<file path="src/rtl/seq_divider_pkg.sv">
// seq_divider_pkg: shared FSM state encoding and default operand width for seq_divider
package seq_divider_pkg;
  localparam int DEFAULT_WIDTH = 32;
  typedef enum logic [1:0] {IDLE, CALC, DONE} state_t;
endpackage

</file>
<file path="src/rtl/seq_divider_step.sv">
// div_step: one restoring-division iteration on a WIDTH+1-bit partial remainder
module div_step #(
  parameter int WIDTH = 32
) (
  input  logic [WIDTH-1:0] rem,
  input  logic             din,
  input  logic [WIDTH-1:0] divisor,
  output logic [WIDTH-1:0] rem_nx,
  output logic             q
);
  logic [WIDTH:0]   part;
  logic [WIDTH+1:0] diff;
  assign part   = {rem, din};
  assign diff   = {1'b0, part} - {2'b0, divisor};
  assign q      = ~diff[WIDTH+1];
  assign rem_nx = WIDTH'(q ? diff : {1'b0, part});
endmodule

</file>
<file path="src/rtl/seq_divider.sv">
// seq_divider: iterative signed/unsigned restoring divider, one quotient bit per cycle
module seq_divider
  import seq_divider_pkg::*;
#(
  parameter int WIDTH = DEFAULT_WIDTH
) (
  input  logic             clk,
  input  logic             rst_n,
  input  logic             in_valid,
  output logic             in_ready,
  input  logic             is_signed,
  input  logic [WIDTH-1:0] dividend,
  input  logic [WIDTH-1:0] divisor,
  output logic             out_valid,
  input  logic             out_ready,
  output logic [WIDTH-1:0] quotient,
  output logic [WIDTH-1:0] remainder,
  output logic             div_by_zero
);
  localparam int CW = $clog2(WIDTH) + 1;
  state_t           state, state_nx;
  logic [CW-1:0]    cnt;
  logic             sgn, qneg, rneg;
  logic [WIDTH-1:0] rem, dq, dvs, rem_nx, qfin, a_mag, b_mag;
  logic             qbit, accept, zero_in;
  assign in_ready  = state == IDLE;
  assign out_valid = state == DONE;
  assign accept    = in_valid & in_ready;
  assign zero_in   = divisor == '0;
  assign a_mag     = (is_signed & dividend[WIDTH-1]) ? -dividend : dividend;
  assign b_mag     = (is_signed & divisor[WIDTH-1]) ? -divisor : divisor;
  assign qfin      = {dq[WIDTH-2:0], qbit};
  div_step #(.WIDTH(WIDTH)) u_step (
    .rem    (rem),
    .din    (dq[WIDTH-1]),
    .divisor(dvs),
    .rem_nx (rem_nx),
    .q      (qbit)
  );
  always_comb begin
    state_nx = state;
    if (state == IDLE && in_valid) state_nx = zero_in ? DONE : CALC;
    else if (state == CALC && cnt == '0) state_nx = DONE;
    else if (state == DONE && out_ready) state_nx = IDLE;
  end
  always_ff @(posedge clk) begin
    if (!rst_n) state <= IDLE;
    else state <= state_nx;
  end
  // working registers: dq shifts the dividend out as quotient bits shift in
  always_ff @(posedge clk) begin
    if (accept) begin
      sgn  <= is_signed;
      qneg <= dividend[WIDTH-1] ^ divisor[WIDTH-1];
      rneg <= dividend[WIDTH-1];
      rem  <= '0;
      dq   <= a_mag;
      dvs  <= b_mag;
      cnt  <= CW'(WIDTH - 1);
    end else if (state == CALC) begin
      rem <= rem_nx;
      dq  <= qfin;
      cnt <= cnt - 1'b1;
    end
  end
  always_ff @(posedge clk) begin
    if (!rst_n) begin
      quotient    <= '0;
      remainder   <= '0;
      div_by_zero <= 1'b0;
    end else if (accept && zero_in) begin
      quotient    <= '1;
      remainder   <= dividend;
      div_by_zero <= 1'b1;
    end else if (state == CALC && cnt == '0) begin
      quotient    <= (sgn & qneg) ? -qfin : qfin;
      remainder   <= (sgn & rneg) ? -rem_nx : rem_nx;
      div_by_zero <= 1'b0;
    end
  end
endmodule

</file>
<file path="config.mk">
export PLATFORM = sky130hd
export DESIGN_NAME = seq_divider
export DESIGN_NICKNAME = d
export VERILOG_FILES = /design/src/rtl/seq_divider_pkg.sv /design/src/rtl/seq_divider_step.sv /design/src/rtl/seq_divider.sv
export SDC_FILE = /design/constraint.sdc
export NUM_CORES = 1
export LEC_CHECK = 0
export BUFFER_PORTS_ARGS = -buffer_cell sky130_fd_sc_hd__buf_4
export CAP_MARGIN = 20
export CORE_ASPECT_RATIO = 0.75
export CORE_MARGIN = 4
export CORE_UTILIZATION = 55
export DETAILED_ROUTE_END_ITERATION = 16
export MAX_ROUTING_LAYER = met4
export PLACE_DENSITY_LB_ADDON = 0.2
export SLEW_MARGIN = 10
export SYNTH_ARGS = -nofsm -noshare
export SYNTH_HDL_FRONTEND = slang
export SYNTH_SLANG_ARGS = --single-unit
</file>
<file path="constraint.sdc">
create_clock -name clk -period 5.6 [get_ports clk]
set_input_delay 1.68 -clock clk [delete_from_list [all_inputs] [get_ports clk]]
set_output_delay 1.68 -clock clk [all_outputs]
set_load 0.05 [all_outputs]
</file>
Yosys cells after proc, flatten, opt, wreduce, memory -nomap -nowiden --
Index checks and enable logic that the tools add are counted.
Operators by class: add/subtract/negate cells 6, equality and inequality tests 2, muxes and demuxes 17, bitwise gates (word level) 7, reduce and logical (&&, ||, !) cells 10
Operators with widths (number):
- $mux 32 | 11
- $neg 32->32 | 4
- $sub 33x32->34 | 1
- $logic_not 32->1 | 1
- $mux 2 | 4
- $logic_not 6->1 | 1
- $sub 6x1->6 const B | 1
- $and 1x1->1 | 5
- $logic_and 1x1->1 | 4
- $reduce_bool 2->1 | 2
- $reduce_bool 3->1 | 1
- $eq 2x1->1 const B | 1
- $eq 2x2->1 const B | 1
- $logic_not 2->1 | 1
- $mux 1 | 2
- $not 1->1 | 1
- $xor 1x1->1 | 1
Word-level totals: register bits 172, logic and storage cells 53

Longest topological paths before layout --
Gate-level depths: netlist of run 1.
depth after elaboration 6, depth in mapped cells 23, mapped depth without buffers 18

By module --
A second synthesis of run 1 with hierarchy kept.
Second synthesis, totals: cells, all modules 1405, area, all modules 11473.5 µm²
Modules (own cells, without submodules):
- seq_divider | instances 1, cells each 1033, area an instance 9100.0 µm², seq. area each 4113.9 µm²
- div_step | instances 1, cells each 372, area an instance 2373.5 µm², seq. area each 0.0 µm²

Worst setup path before layout of run 1 --
Ideal clock, no wire load.
kind reg-to-reg, start register dvs[1], end register remainder[30], setup time 122 ps, data arrival time 4724 ps, data required time 5478 ps, path slack 754 ps, stages on the path, launching flop included 20, buffers on the path 3, cell sequence edfxtp_1 inv_1 ha_1 nor2b_1 o2111ai_1 a2111oi_4 o211ai_4 nand2_2 buf_2 buf_1 buf_2 mux2i_1 ha_1 nand2_1 or3_1 o41ai_4 nand4_1 nor4_1 mux2i_1 a21oi_1
On the way: word-level cells in the longest chain between the ends 6
Ends and longest elaborated chain:
- start, declared | line seq_divider.sv:24 | logic [WIDTH-1:0] rem, dq, dvs, rem_nx, qfin, a_mag, b_mag;
- start signal, assigned | line seq_divider.sv:58 | dvs <= b_mag;
- $sub 33x32->34 * | line seq_divider_step.sv:14 | assign diff = {1'b0, part} - {2'b0, divisor};
- $mux 32 * | line seq_divider_step.sv:16 | assign rem_nx = WIDTH'(q ? diff : {1'b0, part});
- $neg 32->32 | line seq_divider.sv:77 | remainder <= (sgn & rneg) ? -rem_nx : rem_nx;
- $mux 32 * | line seq_divider.sv:77
- $mux 32 * | line seq_divider.sv:75 | end else if (state == CALC && cnt == '0) begin
- $mux 32 * | line seq_divider.sv:71 | end else if (accept && zero_in) begin
- end signal, assigned | line seq_divider.sv:73 | remainder <= dividend;
- end signal, assigned | line seq_divider.sv:77
- end, declared | line seq_divider.sv:17 | output logic [WIDTH-1:0] remainder,
Mark *: on every way between the ends. The rest lies on a longest branch, timed or not. The select of a mux whose other input is x is not followed. A chain may end at the register's enable or synchronous reset.

Worst setup path after layout of run 1 --
start register rem[2], end register remainder[20]
On the way: word-level cells in the longest chain between the ends 6
Ends and longest elaborated chain:
- start, declared | line seq_divider.sv:24
- start signal, assigned | line seq_divider.sv:61 | rem <= rem_nx;
- $sub 33x32->34 | line seq_divider_step.sv:14
- $mux 32 * | line seq_divider_step.sv:16
- $neg 32->32 | line seq_divider.sv:77
- $mux 32 * | line seq_divider.sv:77
- $mux 32 * | line seq_divider.sv:75
- $mux 32 * | line seq_divider.sv:71
Marks and branches as above.

==> flow_summary_export.csv, run 1 <==
group,metric,value,unit
outcome,status,"complete, no violations",
die,die_h,134,um
yosys,yosysTopAreaCellShare,18.0,%
yosys,ys_async_sr_fraction,0,%
yosys,synth-edff-count,67,
die,rows,45,
power,internal_power,0.00326,W
timing,finalSetupTns,0,ps
yosys,syn_area,11700,um^2
clock_network,clk_pin_slew_worst_paths,80,ps
power,ir_drop,0.379,mV
clock_network,cts_buffer_depth,2,
clock_network,root_buffer,"clkbuf_16",
detailed_routing,drt_first_pass_iters,6,
timing,grt_setup_unrepaired,"false",
global_routing,grt_pass1_vias,10301,
final_layout,finalNetCount,1617,
yosys,ys_types,82,
yosys,netlist_instances,1418,
power,p_leak,5.17,nW
clock_network,clock-sinks,172,
setup_path,cp_max_fo,9,
detailed_routing,drt_iter0_markers,1331,
die,die_x,176,um
die,dieArea,23700,um^2
setup_path,cp.required,5970,ps
setup_path,critPathKind,"flop to flop",
die,initial_core_util,57.0,%
placement,place_hpwl,25.4,mm
die,core_area,20600,um^2
detailed_routing,wl_per_cell,19.0,um
timing,tightest_slew,970,ps
placement,place_ws,713,ps
power,combPwrFrac,52.8,%
timing,finalCritPeriodShare,86.5,%
timing,setup_violations,0,
timing,clock_skew,13.9,ps
timing,finalHoldViolCount,0,
clock_network,postCtsHoldBufs,0,
clock_network,clk_latency,450,ps
global_routing,grt_start_max_net_pins,62,
detailed_routing,viasPerCell,6.32,
setup_path,start_kind,"flop",
final_layout,diodes,0,
yosys,ys_ff_latch,172,
yosys,syn_area_per_cell,8.25,um^2
clock_network,cts_max_level,4,
yosys,ys_warn_count,0,
detailed_routing,drc,0,
power,p_sw_share,46.4,%
yosys,synth_top_flop_cell,"dfxtp_1",
timing,slew_viol_final,0,
clock_network,cts_resized,0,
clock_network,cts_buffers,17,
detailed_routing,ant_nets,0,
power,pwr-share-clk,19.5,%
hold_path,min_path_type,"flop to flop",
final_layout,fin_util,65.6,%
setup_path,end_kind,"flop",
global_routing,grt_usage,29.0,%
final_layout,syn2layout_area_growth,15.2,%
global_routing,antenna_found_initial,0,
yosys,yosysTopAreaCell,"dfxtp_1",
clock_network,cts_tree,"built",
clock_network,post_cts_buffers,0,
yosys,syn-num-nets,1525,
final_layout,drive_gt1_share,14.4,%
yosys,synthTopCellsByArea,"dfxtp_1 18%, edfxtp_1 17%, o21ai_0 5.8%, xnor2_1 5.4%, a21oi_1 5.0%",
power,total_power,0.00609,W
placement,io_buffers,135,
timing,fmax,0.207,GHz
timing,slew_headroom,33.7,%
power,p_seq_share,27.7,%
placement,gp_congestion,0.964,
timing,period_needed,4840,ps
timing,setup_slack,758,ps
final_layout,fill_cells,1762,
yosys,seq_area_frac_synth,35.1,%
power,powerDensity,452,nW/um^2
power,p_switching,0.00283,W
global_routing,grt_pass1_wl,54.5,mm
global_routing,overflow,0,
setup_path,worstPathArrival,5210,ps
detailed_routing,wl,34.2,mm
final_layout,finalNonFillerCells,1805,
die,io_pins,136,
detailed_routing,vias,11410,
run,drv_cap,0,
placement,place_inst,1773,
per-layer routing:
layer  share of wire [%]  GRT usage [%]  vias up
li1                    -              -     5400
met1                  46           43.0     5442
met2                  44           41.8      534
met3                 9.3           5.13       34
met4                 1.2           5.41        0
met5                   0              -        -
state kept, by name (all words and copies together) (netlist names):
signal / flops
dq: 32
dvs: 32
quotient: 32
rem: 32
remainder: 32
cnt: 6
state: 2
div_by_zero: 1
qneg: 1
rneg: 1
sgn: 1
layout by cell type, fill, tap and decap left out, drive strengths merged, types with 5 or more instances in the layout:
cell    count
or4        16
or2         7
o211ai     11
o21ai     136
buf       157
o31ai      30
and4        7
a22oi      26
nor2b       8
a221oi      7
clkbuf     17
dfxtp     105
a21oi     118
nor3       51
nand4      14
ha         37
o22ai       9
a211oi     22
nand2b      9
mux2i      19
a22o       10
nand3      32
nand2     149
inv        70
xor2       56
nor2       93
or3        17
nor4b       5
o41ai      11
a31oi      16
edfxtp     67
and2       17
xnor2      72
nor4       19
o21a       11
and3        9
worst max-delay path, stage by stage, from the launching register on:
cell,delay [ps]
dfxtp_1,390
ha_1,470
o2111ai_1,370
a2111oi_4,710
o211ai_4,120
nand2_2,220
mux2i_1,330
ha_1,270
nand2_1,60
or3_1,450
o41ai_4,340
nand4_1,330
nor4b_1,430
a31oi_1,90
a21oi_1,160
final cells by class:
cell class | count | area, um^2 | share of cell area (%)
sequential | 172 | 4110 | 30.5
timing repair buffer | 157 | 1180 | 8.74
multi-input combinational | 1101 | 7030 | 52.2
tap | 282 | 353 | 2.62
clock buffer | 17 | 425 | 3.16
clock inverter | 15 | 148 | 1.10
inverter | 61 | 229 | 1.70
synth_stat cells, drive strengths merged (22+ instances only):
cell type and n:
o21ai 136, xor2 56, clkbuf 59, a21oi 118, nor2 93, a211oi 22, edfxtp 67, ha 37
a22oi 26, nand2 149, inv 60, xnor2 72, dfxtp 105, buf 25, nor3 51, o31ai 30
nand3 32
through the flow:
| stage | instance area [um^2] | hold slack (ps) |
|---|---|---|
| after floorplan | 11700 | 453 |
| after global placement | 12900 | 474 |
| after detailed placement | 12900 | 483 |
| after CTS | 13500 | 498 |
| after global routing | 13500 | 522 |
| final | 13500 | 496 |
cells by family after synthesis:
family / count (synthesis) / synth area share, %
buf+inv: 145 / 4.93
xor+xnor: 128 / 9.58
simple gates: 462 / 19.4
mux: 23 / 2.04
compound gates: 450 / 24.8
fa+ha+maj: 38 / 4.13
flops: 172 / 35.1
power groups by stage:
| stage | clock network (W) | logic, W | registers [W] |
|---|---|---|---|
| finish | 0.00119 | 0.00322 | 0.00168 |
| global route | 0.00125 | 0.00354 | 0.00171 |
| CTS | 0.00119 | 0.00314 | 0.00168 |
| detailed placement | 0 | 0.00312 | 0.00170 |
| global placement | 0 | 0.00308 | 0.00170 |
| floorplan | 0 | 0.00241 | 0.00164 |
worst paths after layout:
path              slack, ps  depth (start not counted)             to        start
setup / recovery        760                         14  remainder[20]       rem[2]
hold / removal          500                          2    div_by_zero  div_by_zero
setup reg to reg        760                         14  remainder[20]       rem[2]
hold reg to reg         500                          2    div_by_zero  div_by_zero
(Power assumes the default switching activity.)
==> run 2: changes to the inputs <==
Settings changed: BUFFER_PORTS_ARGS -buffer_cell sky130_fd_sc_hd__buf_4 to -buffer_cell sky130_fd_sc_hd__buf_2.
==> run 2 against run 1 <==
Compared with the run above: final cell count is 0.17% higher; count of clock-buffer cells in the layout is 2 higher; sequential share of layout area is 0.71 points higher; clock skew is 4.7 ps lower; register-to-register slack worse by 20 ps; first-iteration DRC count is 13% lower; critical endpoint is now remainder[30]; highest routed layer unchanged.
==> flow_summary_export.csv, run 2 (synthesized netlist as in run 1, its figures left out) <==
group,metric,value,unit
setup_path,crit_start,"rem[2]",
detailed_routing,vias,11342,
final_layout,mostFrequentLayoutCells,"146 x nand2_1, 135 x o21ai_0, 135 x buf_2",
placement,placed_area,12600,um^2
setup_path,cp_top_family,"compound AO/OA/AOI/OAI gates",
final_layout,fill_cells,1779,
power,p_sw_share,45.5,%
timing,period_needed,4860,ps
timing,fmax,0.206,GHz
clock_network,postCtsHoldBufs,0,
clock_network,cts_buffers,17,
power,total_power,0.00611,W
hold_path,min_path_type,"flop to flop",
global_routing,overflow,0,
clock_network,cts_tree,"built",
global_routing,antenna_found_initial,1,
detailed_routing,wl,34.0,mm
detailed_routing,drt_iter0_markers,1158,
die,dieArea,23700,um^2
placement,place_inst,1774,
die,rows,45,
outcome,status,"complete, no violations",
timing,grt_setup_unrepaired,"false",
die,io_pins,136,
detailed_routing,ant_nets,0,
global_routing,grt_pass1_wl,54.3,mm
setup_path,critPathKind,"flop to flop",
detailed_routing,viasPerCell,6.27,
die,die_x,176,um
detailed_routing,drc,0,
timing,tightest_slew,1000,ps
setup_path,slowest_delay,730,ps
setup_path,path_cells,"ha_1, o2111ai_1, a2111oi_4, o211ai_4, nand2_2, mux2i_1, ha_1, nand2_1, or3_1, o41ai_4, nand4_1, nor4_1, mux2i_1, a21oi_1",
final_layout,drive_gt1_share,14.4,%
hold_path,min_from,"div_by_zero",
detailed_routing,drt_first_pass_iters,6,
power,internal_power,0.00333,W
clock_network,cts_max_level,4,
power,p_seq_share,27.6,%
final_layout,finalNonFillerCells,1808,
clock_network,clock-sinks,172,
setup_path,worstPathArrival,5180,ps
setup_path,start_kind,"flop",
global_routing,grt_pass1_vias,10401,
timing,slew_viol_final,0,
global_routing,grt_start_max_net_pins,55,
detailed_routing,wl_per_cell,18.8,um
power,p_leak,5.16,nW
timing,finalCritPeriodShare,86.7,%
final_layout,mostFrequentLayoutCell,"nand2_1",
final_layout,finalNetCount,1619,
clock_network,clk_pin_slew_worst_paths,70,ps
final_layout,syn2layout_area_growth,12.5,%
run,drv_cap,0,
placement,io_buffers,135,
timing,clock_skew,9.24,ps
placement,place_ws,695,ps
clock_network,cts_buffer_depth,2,
setup_path,r2r_start,"rem[2]",
timing,finalHoldViolCount,0,
setup_path,cp.required,5920,ps
timing,setup_slack,743,ps
die,initial_core_util,57.0,%
die,core_area,20600,um^2
timing,setup_violations,0,
final_layout,fin_area,13200,um^2
clock_network,clk_latency,440,ps
power,ir_drop,0.315,mV
setup_path,cp_max_fo,9,
placement,place_hpwl,25.2,mm
setup_path,crit_buf_inv,0,
power,pwr-share-clk,19.8,%
clock_network,cts_resized,0,
power,combPwrFrac,52.6,%
clock_network,root_buffer,"clkbuf_16",
placement,gp_congestion,0.933,
timing,finalSetupTns,0,ps
clock_network,post_cts_buffers,0,
timing,slew_headroom,33.0,%
setup_path,end_kind,"flop",
power,powerDensity,464,nW/um^2
die,die_h,134,um
setup_path,slowest_stage,"a2111oi_4",
power,p_switching,0.00278,W
global_routing,grt_usage,29.0,%
[run 2: layout make-up]
| class | count | area [um^2] | share of cell area, % |
|---|---|---|---|
| timing repair buffer | 159 | 861 | 6.53 |
| multi-input combinational | 1101 | 7030 | 53.4 |
| clock inverter | 13 | 140 | 1.06 |
| tap | 282 | 353 | 2.68 |
| inverter | 61 | 229 | 1.74 |
| clock buffer | 19 | 443 | 3.36 |
| sequential | 172 | 4110 | 31.2 |
| antenna | 1 | 2.50 | 0.0190 |
[run 2: worst register-to-register path, cell delays in order (launching register included)]
cell,delay [ps]
dfxtp_1,390
ha_1,490
o2111ai_1,390
a2111oi_4,730
o211ai_4,120
nand2_2,230
mux2i_1,320
ha_1,280
nand2_1,60
or3_1,450
o41ai_4,330
nand4_1,320
nor4_1,330
mux2i_1,230
a21oi_1,80
[run 2: final timing paths]
kind,to,slack [ps],depth (start not counted)
max,remainder[30],740,14
min,div_by_zero,500,2
max reg2reg,remainder[30],740,14
min reg2reg,div_by_zero,500,2
[run 2: power by group through the flow]
stage	Combinational [W]	Clock [W]	Sequential, W
6_report	0.00321	0.00121	0.00169
5_1_grt	0.00352	0.00126	0.00171
4_1_cts	0.00314	0.00121	0.00168
3_5_place_dp	0.00312	0	0.00171
3_3_place_gp	0.00306	0	0.00170
2_1_floorplan	0.00241	0	0.00164
[run 2: layer usage]
metal,part of all wire [%],vias up,track usage [%],routed length [um]
met5,0,-,-,0
met4,1.3,0,6.36,459
met3,9.2,38,5.27,3130
met2,43,520,42.3,14700
met1,46,5375,42.2,15800
li1,-,5409,-,-
[run 2: metrics by stage]
step	utilization [%]	hold WS, ps
CTS	64.0	498
global placement	61.2	481
floorplan	-	453
global route	64.1	513
detailed placement	61.2	484
finish	64.1	500
==> run 3: changes to the inputs <==
Settings changed: CTS_BUF_LIST set to sky130_fd_sc_hd__clkbuf_16.
==> run 3 against run 2 <==
Compared with the run above: utilization is essentially flat; first-iteration DRC count increased by 2.9%; final cell count stayed put; clock skew decreased by 0.57 ps; flip-flop and latch count is the same; combinational power about the same; routed wire length grew 0.36%.
==> flow_summary_export.csv, run 3 (synthesized netlist as in run 1, its figures left out) <==
group,metric,value,unit
outcome,status,"complete, no violations",
die,io_pins,136,
global_routing,antenna_found_initial,1,
detailed_routing,viasPerCell,6.30,
global_routing,overflow,0,
final_layout,syn2layout_area_growth,12.5,%
die,initial_core_util,57.0,%
final_layout,finalNetCount,1619,
power,p_leak,5.15,nW
clock_network,cts_max_level,4,
detailed_routing,wl,34.2,mm
placement,place_inst,1774,
global_routing,grt_start_max_net_pins,55,
timing,finalHoldViolCount,0,
hold_path,min_path_type,"flop to flop",
timing,tightest_slew,1020,ps
final_layout,drive_gt1_share,14.3,%
timing,finalCritPeriodShare,87.1,%
clock_network,clock-sinks,172,
power,combPwrFrac,52.8,%
clock_network,root_buffer,"clkbuf_16",
clock_network,cts_tree,"built",
clock_network,cts_resized,0,
power,pwr-share-clk,19.5,%
setup_path,cp_max_fo,9,
timing,hold_slack,493,ps
detailed_routing,drc,0,
timing,slew_viol_final,0,
detailed_routing,drt_first_pass_iters,6,
die,die_x,176,um
detailed_routing,ant_nets,0,
setup_path,critPathKind,"flop to flop",
placement,gp_congestion,0.933,
power,powerDensity,464,nW/um^2
die,rows,45,
power,p_switching,0.00279,W
final_layout,finalNonFillerCells,1808,
power,p_sw_share,45.7,%
global_routing,grt_usage,29.0,%
global_routing,grt_pass1_vias,10401,
final_layout,mostFrequentLayoutCells,"146 x nand2_1, 135 x o21ai_0, 135 x buf_2",
detailed_routing,wl_per_cell,18.9,um
clock_network,postCtsHoldBufs,0,
clock_network,clk_latency,440,ps
timing,slew_headroom,31.8,%
setup_path,start_kind,"flop",
final_layout,mostFrequentLayoutCell,"nand2_1",
die,dieArea,23700,um^2
placement,placed_area,12600,um^2
timing,period_needed,4880,ps
run,drv_cap,0,
clock_network,clk_pin_slew_worst_paths,70,ps
global_routing,grt_pass1_wl,54.3,mm
placement,place_ws,695,ps
die,die_h,134,um
timing,finalSetupTns,0,ps
detailed_routing,drt_iter0_markers,1192,
clock_network,cts_buffer_depth,2,
die,core_area,20600,um^2
final_layout,fill_cells,1782,
placement,io_buffers,135,
timing,grt_setup_unrepaired,"false",
setup_path,end_kind,"flop",
clock_network,cts_buffers,17,
power,internal_power,0.00331,W
clock_network,post_cts_buffers,0,
detailed_routing,vias,11389,
setup_path,worstPathArrival,5200,ps
timing,setup_slack,721,ps
timing,fmax,0.205,GHz
timing,setup_violations,0,
final_layout,fin_area,13200,um^2
setup_path,cp.required,5920,ps
power,ir_drop,0.316,mV
timing,clock_skew,8.66,ps
power,p_seq_share,27.7,%
placement,place_hpwl,25.2,mm
## run 3: cell types whose count changed in the layout (fill, tap and decap cells not counted)
cell,change
clkinv_1,+1
inv_1,+1
clkbuf_1,-1
clkbuf_8,-1
## run 3: layer usage
layer  up-vias  GRT usage (%)  part of all wire, %
li1       5410              -                    -
met1      5424           42.2                   47
met2       512           42.3                   43
met3        43           5.27                  8.3
met4         0           6.36                  1.5
met5         -              -                    0
## run 3: layout make-up
cell class                      count  area [um^2]  area share [%]
Tap cell                          282          353            2.68
Timing Repair Buffer              159          861            6.54
Sequential cell                   172         4110            31.3
Clock buffer                       17          425            3.23
Multi-Input combinational cell   1101         7030            53.4
Inverter                           61          229            1.74
Antenna cell                        1         2.50          0.0190
Clock inverter                     15          148            1.12
## run 3: final timing paths
check                                  from  slack [ps]  depth (start not counted)       endpoint
worst max-delay path                 rem[2]         720                         14  remainder[30]
worst min-delay path            div_by_zero         490                          2    div_by_zero
worst max register to register       rem[2]         720                         14  remainder[30]
worst min register to register  div_by_zero         490                          2    div_by_zero
## run 3: power groups by stage
stage	clock network (W)	registers, W	logic [W]
after floorplan	0	0.00164	0.00241
after global placement	0	0.00170	0.00306
after detailed placement	0	0.00171	0.00312
after CTS	0.00119	0.00168	0.00314
after global routing	0.00125	0.00171	0.00352
final	0.00119	0.00169	0.00322
## run 3: through the flow
stage | utilization, % | power [W]
after CTS | 64.0 | 0.00602
after floorplan | - | 0.00405
final | 64.1 | 0.00610
after global placement | 61.2 | 0.00476
after global routing | 64.1 | 0.00648
after detailed placement | 61.2 | 0.00482
## run 3: worst max-delay path, stage by stage (launching register included)
cell       delay, ps
dfxtp_1          400
ha_1             490
o2111ai_1        390
a2111oi_4        720
o211ai_4         120
nand2_2          240
mux2i_1          320
ha_1             280
nand2_1           60
or3_1            450
o41ai_4          330
nand4_1          330
nor4_1           330
mux2i_1          230
a21oi_1           80
